File: src/rtl/univ_shift_reg_pkg.sv
// rtl/univ_shift_reg_pkg.sv - mode/state types and shift-mode predicate; rotate modes gated by UNIV_SHIFT_REG_ROTATE_EN
package univ_shift_reg_pkg;

    typedef enum logic [2:0] {
        MODE_HOLD = 3'b000,
        MODE_LOAD = 3'b001,
        MODE_SHL  = 3'b010,
        MODE_SHR  = 3'b011,
        MODE_CLR  = 3'b100,
        MODE_ROTL = 3'b101,
        MODE_ROTR = 3'b110,
        MODE_RSVD = 3'b111
    } mode_t;

    typedef enum logic {
        ST_IDLE = 1'b0,
        ST_BUSY = 1'b1
    } state_t;

    // True for the modes a burst may repeat; rotates only exist when enabled.
    function automatic logic is_shift_mode(input mode_t m);
        logic r;
        r = (m == MODE_SHL) || (m == MODE_SHR);
`ifdef UNIV_SHIFT_REG_ROTATE_EN
        r = r || (m == MODE_ROTL) || (m == MODE_ROTR);
`endif
        return r;
    endfunction

endpackage

File: src/rtl/univ_shift_reg_shift_burst_ctl.sv
// rtl/univ_shift_reg_shift_burst_ctl.sv - IDLE/BUSY burst engine: count latch, remaining counter, busy/done, latched mode
module shift_burst_ctl
    import univ_shift_reg_pkg::*;
#(
    parameter int WIDTH = 8,
    parameter int CNT_W = $clog2(WIDTH + 1)
) (
    input  logic             clk_i,
    input  logic             rst_i,
    input  mode_t            mode_i,
    input  logic             start_i,
    input  logic [CNT_W-1:0] count_i,
    output mode_t            op_o,
    output logic             busy_o,
    output logic             done_o
);

    localparam logic [CNT_W-1:0] WIDTH_C = CNT_W'(WIDTH);
    localparam logic [CNT_W-1:0] ONE_C   = CNT_W'(1);

    state_t           state_q, state_d;
    mode_t            mode_q, mode_d;
    logic [CNT_W-1:0] rem_q, rem_d;
    logic             done_q, done_d;
    logic [CNT_W-1:0] count_sat;

    assign count_sat = (count_i > WIDTH_C) ? WIDTH_C : count_i;

    // Next-state and the op applied to q on this edge.
    always_comb begin
        state_d = state_q;
        mode_d  = mode_q;
        rem_d   = rem_q;
        done_d  = 1'b0;
        op_o    = mode_i;
        case (state_q)
            ST_IDLE: begin
                if (start_i && is_shift_mode(mode_i)) begin
                    if (count_sat == '0) begin
                        // Empty burst: leave q alone but still acknowledge it.
                        op_o   = MODE_HOLD;
                        done_d = 1'b1;
                    end else begin
                        mode_d = mode_i;
                        rem_d  = count_sat - ONE_C;
                        if (count_sat == ONE_C) begin
                            done_d = 1'b1;
                        end else begin
                            state_d = ST_BUSY;
                        end
                    end
                end
            end
            ST_BUSY: begin
                op_o  = mode_q;
                rem_d = rem_q - ONE_C;
                if (rem_q == ONE_C) begin
                    state_d = ST_IDLE;
                    done_d  = 1'b1;
                end
            end
            default: begin
                state_d = ST_IDLE;
            end
        endcase
    end

    // Burst engine registers; reset discards any burst in flight.
    always_ff @(posedge clk_i or posedge rst_i) begin
        if (rst_i) begin
            state_q <= ST_IDLE;
            mode_q  <= MODE_HOLD;
            rem_q   <= '0;
            done_q  <= 1'b0;
        end else begin
            state_q <= state_d;
            mode_q  <= mode_d;
            rem_q   <= rem_d;
            done_q  <= done_d;
        end
    end

    assign busy_o = (state_q == ST_BUSY);
    assign done_o = done_q;

endmodule

File: src/rtl/univ_shift_reg.sv
// rtl/univ_shift_reg.sv - universal shift register top with burst engine; rotate modes via UNIV_SHIFT_REG_ROTATE_EN
module univ_shift_reg
    import univ_shift_reg_pkg::*;
#(
    parameter int               WIDTH     = 8,
    parameter logic [WIDTH-1:0] RESET_VAL = '0,
    localparam int              CNT_W     = $clog2(WIDTH + 1)
) (
    input  logic             clk_i,
    input  logic             rst_i,
    input  logic [2:0]       mode_i,
    input  logic [WIDTH-1:0] d_i,
    input  logic             sin_i,
    input  logic             start_i,
    input  logic [CNT_W-1:0] count_i,
    output logic [WIDTH-1:0] q_o,
    output logic             sout_o,
    output logic             busy_o,
    output logic             done_o
);

    logic [WIDTH-1:0] q_q, q_d;
    logic             dir_left_q, dir_left_d;
    mode_t            op;

    shift_burst_ctl #(
        .WIDTH (WIDTH),
        .CNT_W (CNT_W)
    ) u_ctl (
        .clk_i   (clk_i),
        .rst_i   (rst_i),
        .mode_i  (mode_t'(mode_i)),
        .start_i (start_i),
        .count_i (count_i),
        .op_o    (op),
        .busy_o  (busy_o),
        .done_o  (done_o)
    );

    // Op mux; direction flag only moves on shifts/rotates.
    always_comb begin
        q_d        = q_q;
        dir_left_d = dir_left_q;
        case (op)
            MODE_LOAD: q_d = d_i;
            MODE_SHL: begin
                q_d        = {q_q[WIDTH-2:0], sin_i};
                dir_left_d = 1'b1;
            end
            MODE_SHR: begin
                q_d        = {sin_i, q_q[WIDTH-1:1]};
                dir_left_d = 1'b0;
            end
            MODE_CLR: q_d = '0;
`ifdef UNIV_SHIFT_REG_ROTATE_EN
            MODE_ROTL: begin
                q_d        = {q_q[WIDTH-2:0], q_q[WIDTH-1]};
                dir_left_d = 1'b1;
            end
            MODE_ROTR: begin
                q_d        = {q_q[0], q_q[WIDTH-1:1]};
                dir_left_d = 1'b0;
            end
`endif
            default: begin
                q_d = q_q;
            end
        endcase
    end

    // Data register and direction flag; reset direction is rightward.
    always_ff @(posedge clk_i or posedge rst_i) begin
        if (rst_i) begin
            q_q        <= RESET_VAL;
            dir_left_q <= 1'b0;
        end else begin
            q_q        <= q_d;
            dir_left_q <= dir_left_d;
        end
    end

    assign q_o    = q_q;
    assign sout_o = dir_left_q ? q_q[WIDTH-1] : q_q[0];

endmodule

File: config.mk
export PLATFORM = sky130hd
export DESIGN_NAME = univ_shift_reg
export DESIGN_NICKNAME = d
export VERILOG_FILES = /design/src/rtl/univ_shift_reg_pkg.sv /design/src/rtl/univ_shift_reg_shift_burst_ctl.sv /design/src/rtl/univ_shift_reg.sv
export SDC_FILE = /design/constraint.sdc
export NUM_CORES = 1
export LEC_CHECK = 0
export ABC_AREA = 0
export CORE_ASPECT_RATIO = 1.2
export CORE_MARGIN = 2
export CORE_UTILIZATION = 44
export DETAILED_ROUTE_END_ITERATION = 12
export GPL_TIMING_DRIVEN = 0
export PLACE_DENSITY = 0.84
export SLEW_MARGIN = 15
export SYNTH_ARGS = -nofsm -noshare
export SYNTH_HDL_FRONTEND = slang
export SYNTH_HIERARCHICAL = 1
export SYNTH_SLANG_ARGS = --single-unit
File: constraint.sdc
create_clock -name clk_i -period 1.96 [get_ports clk_i]
set_input_delay 0.196 -clock clk_i [delete_from_list [all_inputs] [get_ports clk_i]]
set_output_delay 0.196 -clock clk_i [all_outputs]
set_load 0.03 [all_outputs]
==> results.rst, run 1 <==
.. list-table::
   :header-rows: 1

   * - Metric
     - Value
   * - Status
     - complete, no violations
   * - Final clock period utilization by the worst path
     - between 90% and 100%
   * - Top fanout value on the critical path
     - 2
   * - Top cell type's share of synthesized area
     - 35.7%
   * - Xor-xnor portion of the synthesized cell area
     - less than 1%
   * - Average size of a mapped cell
     - a little under 10 um2
   * - Cells after Synth
     - 129
   * - Startpoint of the lowest-slack register-to-register path
     - u_ctl/busy_o$_DFF_PP0_
   * - Worst skew pair latency
     - roughly 0.29 ns
   * - Number of port buffers
     - 29
   * - Drt first-iter violations
     - 15
   * - Yosys Warn Count
     - 6
   * - Max Root-Sink Buffers
     - 2
   * - Clock H-tree levels
     - 1
   * - Synthesized-area fraction occupied by ao, oa, aoi and oai cells
     - a little under a quarter
   * - Post-synthesis simple-gate area fraction
     - 19.0%
   * - Remaining antenna violation count after routing
     - 0
   * - LEAKAGE
     - 0.767 nW
   * - Area growth from synthesis to layout
     - 37.4%
   * - Count of final setup violators
     - 0
   * - Shortest period the worst path allows
     - between 1.5 and 2 ns
   * - Final worst hold slack
     - between 0.2 and 0.25 ns
   * - Max Clock Skew
     - approximately 0.0016 ns
   * - Clk sinks
     - 18
   * - Main combinational cell family by area after synthesis
     - compound AO/OA/AOI/OAI gates
   * - Via count
     - between 1,000 and 1,500
   * - Maximum number of pins on one net before global-route repair
     - 11
   * - Vias in the first global route
     - roughly 1,100
   * - Critical path class
     - in -> reg
   * - Clock tree from TritonCTS
     - built
   * - CORE AREA
     - around 0.0028 mm2
   * - Setup crit end kind
     - flop
   * - Pin slew with the least headroom to its limit
     - around 0.44 ns
   * - RSZ-0062 raised after global routing
     - false
   * - Number of max-slew violations in the final report
     - 0
   * - Most used DFF post-synth
     - dfrtp_1
   * - Relative slew margins
     - 70.6%
   * - Kind of start point of the critical path
     - input pin
   * - Vias per std cell
     - between 5 and 6
   * - Overflow left after global routing
     - 0
   * - Final weighted congestion in routability-driven placement
     - between 0.7 and 0.8
   * - Die X
     - 52.9 um
   * - Global-route wire length before repair
     - a little over 5000 um
   * - Sequential share of the synthesized area
     - between 30% and 40%
   * - Kind of cell adding the most delay to the critical path
     - simple AND/OR/NAND/NOR gates
   * - Global-route usage over all layers
     - approximately a fifth
   * - Root Buffer Master
     - clkbuf_4
   * - Max frequency
     - between 500 and 600 MHz
   * - Final design utilization
     - about 63%
   * - Post-layout net count
     - 190
   * - Post-Synthesis Cell Area
     - about 0.0013 mm2
   * - Chain of cells forming the critical path
     - clkdlybuf4s15_1 > nor2b_4 > inv_2 > ha_4 > or4b_4 > nand2_4 > o21ai_4 > mux2_4 > a32o_1 > a221o_1
   * - Total stage count of the critical path
     - 10
   * - Die boundary height
     - ~63 um
   * - Detailed placer's ending HPWL
     - about 2200 um
   * - Most numerous cell in the Yosys netlist
     - dfrtp_1
   * - Total of hold buffers inserted after clock tree synthesis
     - 0
   * - Synth Area in Adders
     - under 10%
   * - Number of placement rows
     - 21
   * - Yosys cell types
     - 43
   * - Initial cell density of the core
     - approximately 46%
   * - Max-capacitance violation count
     - 0
   * - Peak VDD IR
     - a little under 900 uV
   * - Max incr delay on CP
     - slightly below 0.5 ns
   * - Count of flip-flops with a built-in enable after synthesis
     - 0
   * - Cell with the biggest individual delay on the critical path
     - or4b_4
   * - Synth area leader
     - dfrtp_1
   * - P per Cell Area
     - roughly 1600 mW/mm2
   * - Clock transition at the registers of the reported paths
     - 0.11 ns
   * - Req. time, crit path
     - between 2 and 2.5 ns
   * - Share of synthesized area spent on multiplexers
     - approximately a tenth
   * - Hold Vio Cnt, Final
     - 0
   * - Synthesis-stage register bit count
     - 18
   * - Number of search-and-repair iterations in the first detailed-routing pass
     - 4
   * - Diode count
     - 0
   * - Register-to-Register Setup Slack
     - around 0.14 ns
   * - Bufs and invs on worst path
     - 2
   * - Top cells by instance count after synthesis
     - dfrtp_1 (18), nand2_1 (14), mux2i_1 (8), nor2_1 (8), inv_1 (7)
   * - Crit path launch
     - count_i[0]
   * - Top post-synthesis cells by area
     - dfrtp_1 (36%), mux2i_1 (6.3%), nand2_1 (4.2%)
   * - Post-detailed-route DRC marker count
     - 0
   * - CTS Buf Count
     - 3
   * - Antenna violations before repair
     - 0
   * - Path class of the lowest-slack min-delay path
     - in -> async
   * - Syn Nets
     - roughly 150
   * - Final wirelength
     - about 3000 um
   * - Ports
     - 30
   * - Cell depth of the worst flop-to-flop path
     - 6
   * - Wire length per cell
     - ~15 um
   * - Share of final-layout standard cells stronger than drive strength 1
     - 24.7%
   * - Ys async rst share
     - 100%
   * - Arrival time at the worst endpoint
     - between 2 and 2.5 ns
   * - Die Area
     - around 0.0033 mm2
registers in the layout, summed over array words and instances, names as in the netlist:
| register | count |
|---|---|
| u_ctl/mode_q | 3 |
| q_o | 8 |
| u_ctl/rem_q | 4 |
| u_ctl/done_o | 1 |
| dir_left_q | 1 |
| u_ctl/busy_o | 1 |
stage by stage:
step	worst slack [ns]	instances	setup TNS [ns]	power [W]	area, um2
after CTS	0.00917	199	0	0.00281	1700
after detailed placement	-0.713	192	-5.49	0.00254	1630
after global placement	-0.690	192	-5.21	0.00248	1630
after global routing	0.00395	200	0	0.00306	1730
after floorplan	-0.0189	129	-0.0189	0.00203	1300
final	0.0301	200	0	0.00286	1730
where the power goes:
part           leakage [nW]  switching, W  internal (W)
logic                 0.534      0.000915      0.000940
registers             0.212      0.000219      0.000552
clock network        0.0210      0.000116      0.000113
placed cells by master (no fill, tap or decap), types with 4 or more instances in the layout:
master / n
clkdlybuf4s50_1: 23
dfrtp_1: 17
nand2_1: 12
mux2i_1: 8
inv_1: 6
nor2_1: 6
clkbuf_4: 5
o21ai_0: 5
buf_4: 5
o21a_1: 4
nand3_1: 4
nor2b_1: 4
dlygate4sd2_1: 4
a21oi_1: 4
cells by family after synthesis:
kind of cell    count (synthesis)
simple gates                   43
compound gates                 37
flops                          18
buf+inv                        14
mux                            12
fa+ha+maj                       4
xor+xnor                        1
final cells by class:
cell class | instances | area, um2
timing repair buffer | 34 | 324
fill | 228 | 1020
clock buffer | 4 | 36.3
inverter | 7 | 26.3
tap | 34 | 42.5
buffer | 6 | 68.8
sequential | 18 | 452
multi-input combinational | 97 | 785
path summary, 6_finish.rpt:
kind,end
max,q_o[5]$_DFFE_PP0P_
min,u_ctl/rem_q[0]$_DFFE_PP0P_
max reg2reg,q_o[5]$_DFFE_PP0P_
min reg2reg,u_ctl/mode_q[1]$_DFFE_PP0P_
max in group asynchronous,u_ctl/busy_o$_DFF_PP0_
min in group clk_i,u_ctl/rem_q[3]$_DFFE_PP0P_
repair_timing:
action | CTS | global route
resized for setup | 12 | 6
pin swaps | 5 | 1
buffers inserted | 3 | 2
setup endpoints to repair | 8 | 6
routing by layer:
| layer | vias up | routed length [um] | track usage, % |
|---|---|---|---|
| li1 | 546 | - | - |
| met1 | 539 | 1210 | 23.0 |
| met2 | 36 | 1620 | 37.0 |
| met3 | 2 | 141 | 3.11 |
| met4 | 0 | 13 | 3.85 |
| met5 | - | 0 | 0 |
Note: power is estimated with default switching activity, not from simulation.
==> run 2, diff against run 1 <==
- CAP_MARGIN: unset -> 10
==> results of run 2 <==
No change in the layout: final DEF, timing and power equal those of run 1.
==> run 3, diff against run 2 <==
- CTS_CLUSTER_DIAMETER: unset -> 120
==> results of run 3 <==
No change in the layout: final DEF, timing and power equal those of run 1.
